### config.mk
export PLATFORM = sky130hd
export DESIGN_NAME = csdf_2f_1p_split
export DESIGN_NICKNAME = d
export VERILOG_FILES = /design/src/rtl/csdf_2f_1p_split.sv
export SDC_FILE = /design/constraint.sdc
export NUM_CORES = 1
export LEC_CHECK = 0
export ABC_AREA = 0
export CORE_UTILIZATION = 34
export DETAILED_ROUTE_END_ITERATION = 16
export GPL_TIMING_DRIVEN = 1
export PLACE_DENSITY = 0.65
export SLEW_MARGIN = 10
export SYNTH_ARGS = -nofsm -noshare
export SYNTH_HDL_FRONTEND = slang
export SYNTH_SLANG_ARGS = --single-unit
### constraint.sdc
create_clock -name ck -period 2.8 [get_ports ck]
set_clock_uncertainty 0.15 [all_clocks]
set_input_delay 0.56 -clock ck [delete_from_list [all_inputs] [get_ports ck]]
set_output_delay 0.56 -clock ck [all_outputs]
set_load 0.01 [all_outputs]
### src/rtl/csdf_2f_1p_split.sv
// Receive side of the two-flow pick/accumulate actor: each tagged input token is
// split into four tokens on the flow chosen by its tag; the four tokens sum to the payload.
module csdf_2f_1p_split #(
  parameter int WIDTH = 8
) (
  input  logic             ck,
  input  logic             rst,
  input  logic [WIDTH-1:0] in_data,
  input  logic             empty,
  output logic             rd,
  input  logic             full0,
  input  logic             full1,
  output logic             wr0,
  output logic             wr1,
  output logic [WIDTH-1:0] out_data
);

  logic             busy;
  logic             tag_q;
  logic [WIDTH-2:0] q;
  logic [WIDTH-2:0] r;
  logic [1:0]       phase;

  logic [WIDTH-2:0] p_in;
  logic [WIDTH-2:0] q_in;
  logic [WIDTH-2:0] r_in;
  logic             full_sel;
  logic             wr_en;
  logic             last_wr;

  // Remainder share q + P[1:0] never exceeds P, so it fits the payload width.
  always_comb begin
    p_in     = in_data[WIDTH-2:0];
    q_in     = p_in >> 2;
    r_in     = q_in + {{(WIDTH-3){1'b0}}, p_in[1:0]};
    full_sel = tag_q ? full1 : full0;
    wr_en    = !rst && busy && !full_sel;
    last_wr  = wr_en && (phase == 2'd3);
    rd       = !rst && !empty && (!busy || last_wr);
    wr0      = wr_en && !tag_q;
    wr1      = wr_en && tag_q;
    out_data = '0;
    if (wr_en)
      out_data = {1'b0, (phase == 2'd3) ? r : q};
  end

  // A read on the final write reloads directly, so the flow can switch without a bubble.
  always_ff @(posedge ck) begin
    if (rst) begin
      busy  <= 1'b0;
      tag_q <= 1'b0;
      q     <= '0;
      r     <= '0;
      phase <= 2'd0;
    end else if (rd) begin
      busy  <= 1'b1;
      tag_q <= in_data[WIDTH-1];
      q     <= q_in;
      r     <= r_in;
      phase <= 2'd0;
    end else if (wr_en) begin
      phase <= phase + 2'd1;
      if (last_wr)
        busy <= 1'b0;
    end
  end

endmodule
## Yosys cells after proc, flatten, opt, wreduce, memory -nomap -nowiden

Cells that the tools add are included.

| cells by class | value |
|---|---|
| add/subtract/negate cells | 2 |
| multiply operators | 0 |
| divide/modulo/power cells | 0 |
| order comparisons | 0 |
| eq/ne operators | 1 |
| shift-type cells | 0 |
| mux-type cells | 6 |
| bitwise operators | 0 |
| reduce and logical (&&, ||, !) cells | 17 |

Operators by type and width:

| operator | count |
|---|---|
| 7-bit 2-to-1 mux | 2 |
| 1-bit logical AND | 7 |
| 5-bit by 2-bit adder with 6-bit output | 1 |
| 1-bit logical NOT | 5 |
| 1-bit 2-to-1 mux | 4 |
| 2-bit nonzero test | 2 |
| 2-bit by 1-bit adder with 2-bit output, second input constant | 1 |
| 2-bit equality test, second input constant | 1 |
| 2-bit AND reduction | 1 |
| 2-bit OR reduction | 1 |
| 1-bit logical OR | 1 |

| word-level totals | value |
|---|---|
| register bits after elaboration | 16 |
| bits in latches | 0 |
| bits in writable memories | 0 |
| memory bits (read-only) | 0 |
| bits of input ports | 13 |
| output and inout port bits | 11 |
| memories kept | 0 |

## Depth between registers and ports, before layout

| depth | value |
|---|---|
| word-level depth | 8 |
| mapped depth | 6 |
| mapped depth without buffers | 6 |

## Worst setup path before layout

OpenSTA, ideal clock, no wires.

| timing path | value |
|---|---|
| path type | input to output |
| from | input rst |
| to | output rd |
| arrival | 1330 ps |
| data required time | 2090 ps |
| setup slack | 760 ps |
| cell stages on the path | 4 |
| path buffers | 1 |
| cells stage by stage | buf_2 clkinv_1 a22oi_1 inv_1 |

| between the ends | value |
|---|---|
| longest elaborated chain between the ends | 6 |

RTL lines:

| item | RTL line | text |
|---|---|---|
| start, declared | 7 | `input logic rst,` |
| 1-bit logical NOT * | 37, 39 |  |
| 1-bit logical AND (2 in a row) | 37 | `wr_en = !rst && busy && !full_sel;` |
| 1-bit logical AND | 38 | `last_wr = wr_en && (phase == 2'd3);` |
| 1-bit logical OR | 39 | `rd = !rst && !empty && (!busy \|\| last_wr);` |
| 1-bit logical AND * | 39 |  |
| end, declared | 10 | `output logic rd,` |

Mark *: on every way between the ends. The rest lies on a longest branch, timed or not.

## Final worst setup path

| timing path | value |
|---|---|
| from | input full1 |
| to | output out_data[0] |

| between the ends | value |
|---|---|
| longest elaborated chain between the ends | 4 |

RTL lines:

| item | RTL line | text |
|---|---|---|
| start, declared | 12 | `input logic full1,` |
| 1-bit 2-to-1 mux | 36 | `full_sel = tag_q ? full1 : full0;` |
| 1-bit logical NOT | 37 |  |
| 1-bit logical AND | 37 |  |
| 7-bit 2-to-1 mux | 43 | `if (wr_en)` |
| end, declared | 15 | `output logic [WIDTH-1:0] out_data` |

Every way passes these cells.

==> key figures <==
Worst hold path
  – Hold Crit Class: reg2reg

Power
  – P per Cell Area: 368 nW/um2
  – Maximum VDD drop: 0.272 mV
  – Leak: 0.523 nW

CTS
  – CTS tree: yes
  – Max H-tree Level: 1
  – Worst-skew pair later-pin latency: 280 ps
  – TritonCTS Buffers: 3
  – Clock slew at reported path FFs: 90 ps
  – CTS root buf: clkbuf_4
  – Clock sink count: 15
  – Maximum clock path buffer count: 2

GRT
  – Overall Global Routing Usage: 0.167
  – Gr ovfl total: 0
  – First-pass GRT wire length: 3460 um
  – Largest net degree at the start of global routing: 17
  – Vias in the first global route: 815
  – Initial antenna violation count: 0

Yosys
  – Synthesized area per cell: 8.82 um2
  – Leading area contributor after synthesis: dfxtp_1
  – Top post-synthesis cells by area: dfxtp_1 32%, o2111ai_1 8.5%, mux2i_1 5.4%
  – Register bit total from synthesis: 15
  – Syn Std Cell Area: 926 um2
  – Cell count after synthesis: 105
  – Distinct cells, synth: 35
  – Top cell type's share of synthesized area: 0.324
  – Yosys warnings: 0
  – Register area share after synthesis: 0.324

Final layout
  – Register area: 300 um2
  – Share of cells above drive strength 1: 0.179
  – Layout Cells excl Fill: 164
  – Post-route core utilization: 0.498
  – Nets@finish: 152
  – Area occupied by multi-input gates: 571 um2
  – Filler cells: 268
  – Synth-to-Final Area Change: 35.5%
  – Antenna Cells: 0

STA
  – Min Clock Period, post-route: 2700 ps
  – FMAX: 370 MHz
  – Max-slew violation count: 0
  – Final Hold Viols: 0
  – TNS Setup: 0 ps
  – RSZ-0062 raised after global routing: no
  – Final setup fails: 0
  – Final worst-path cycle share: 0.966

Floorplan
  – Die Y: 54.2 um
  – IO Pins: 24
  – Core area: 2520 um2
  – Full die area: 2940 um2
  – Starting Density: 0.367
  – Num rows: 18
  – Die width: 54.2 um

Placed design
  – Port bufs: 21
  – DP HPWL: 1690 um
  – Placer Congestion: 0.754
  – Cells after DPL: 157

Drt
  – Detail Route Antenna Nets: 0
  – WL final: 2200 um
  – Via density: 5.41
  – Drt drc: 0
  – Via count: 887
  – Iter 0 DRT Violations: 3
  – Drt first pass iters: 4
  – Average wire per standard cell: 13.4 um

Worst setup path
  – Critical path required time: 2090 ps
  – Critical path class: in2out
  – Arrival @ worst endpoint: 1990 ps
  – Critical path fanouts, max: 5
  – Crit path launch type: input port
  – Crit. End Element: primary output

Outcome
  – Status: finished, final reports clean

Flow run
  – Max cap viols: 0
==> metal layers <==
metal / track usage / vias to the layer above / part of all wire / wire (um)
met3: 0.0508 / 2 / 0.053 / 117
met2: 0.299 / 25 / 0.49 / 1070
li1: - / 442 / - / -
met5: 0 / - / 0 / 0
met4: 0.0385 / 0 / 0.0054 / 12
met1: 0.190 / 418 / 0.45 / 1000
==> cells in the mapped netlist <==
library cell / instances
a211oi_2: 1
a21boi_0: 1
a21oi_1: 4
a21oi_2: 1
a22oi_1: 1
a2bb2oi_1: 1
buf_2: 2
buf_4: 3
clkbuf_1: 3
clkinv_1: 1
conb_1: 1
dfxtp_1: 15
fa_1: 1
ha_1: 3
inv_1: 5
mux2_4: 1
mux2i_1: 5
mux2i_2: 1
nand2_1: 9
nand2b_1: 3
nand3_1: 2
nand3b_1: 1
nor2_1: 8
nor2b_1: 1
nor3b_1: 1
nor3b_4: 1
o2111ai_1: 9
o211ai_1: 1
o21ai_0: 8
o2bb2ai_1: 3
o31ai_1: 3
o41ai_2: 1
or2_2: 1
or3_1: 1
xor2_1: 2
==> final timing paths <==
kind	start	endpoint	slack [ps]	depth (start not counted)
max	full1	out_data[0]	100	7
min	r[2]	r[2]	330	1
max reg2reg	phase[0]	r[5]	1010	5
min reg2reg	r[2]	r[2]	330	1
==> through the flow <==
step / cell area [um2] / hold WS, ps / setup slack, ps / power, mW
after floorplan: 930 / 282 / 760 / 0.293
after global placement: 1190 / 311 / -30.7 / 0.334
after detailed placement: 1190 / 312 / -85.8 / 0.338
after CTS: 1230 / 332 / 0.640 / 0.464
after global routing: 1250 / 339 / 12.7 / 0.485
final: 1250 / 329 / 95.5 / 0.461
==> cells in the final DEF (no fill, tap or decap), types with 2 or more instances in the layout <==
master | netlist | routed
nand3_1 | 2 | 2
dlygate4sd2_1 | 0 | 3
nand2_1 | 9 | 8
nand2b_1 | 3 | 3
o2bb2ai_1 | 3 | 3
clkdlybuf4s50_1 | 0 | 13
conb_1 | 1 | 2
xor2_1 | 2 | 2
mux2i_1 | 5 | 5
nor2_1 | 8 | 8
buf_4 | 3 | 11
o31ai_1 | 3 | 3
ha_1 | 3 | 3
dfxtp_1 | 15 | 15
dlymetal6s2s_1 | 0 | 3
clkbuf_4 | 0 | 3
inv_1 | 5 | 5
o2111ai_1 | 9 | 9
o21ai_0 | 8 | 8
clkdlybuf4s15_1 | 0 | 2
a21oi_1 | 4 | 4
==> cells by family after synthesis <==
logic type      Yosys count  synth area share
compound gates           34             0.277
simple gates             28             0.157
flops                    15             0.324
buf+inv                  14            0.0716
mux                       7            0.0851
fa+ha+maj                 4            0.0622
xor+xnor                  2            0.0189
other cells               1           0.00405
==> where the power goes <==
group          leakage (nW)  switching [mW]  total, mW  internal [mW]
sequential            0.123         0.00822      0.234          0.226
combinational         0.382          0.0518      0.103         0.0510
clock                0.0177          0.0718      0.125         0.0531
total                 0.523           0.132      0.461          0.330
==> cell type report <==
type / count / area share
sequential: 15 / 0.239
clock buffer: 3 / 0.0179
tap: 30 / 0.0299
inverter: 6 / 0.0179
multi-input combinational: 77 / 0.455
timing repair buffer: 32 / 0.236
clock inverter: 1 / 0.00399
==> timing repair <==
item	in CTS	in global routing
gates resized for setup	7	5
endpoints found under the setup margin	8	3
hold buffers	0	0
buffers inserted	1	2
pin swaps	1	1
==> state kept, by name (all words and copies together) (netlist names) <==
signal / count
phase: 2
busy: 1
q: 5
tag_q: 1
r: 6
==> worst max-delay path, cell delays in order <==
cell             delay, ps
clkdlybuf4s50_1        450
mux2i_2                230
nand2_2                130
buf_4                  160
buf_4                  130
nor2_1                  90
clkdlybuf4s15_1        240
Power figures use the tool's default switching activity.
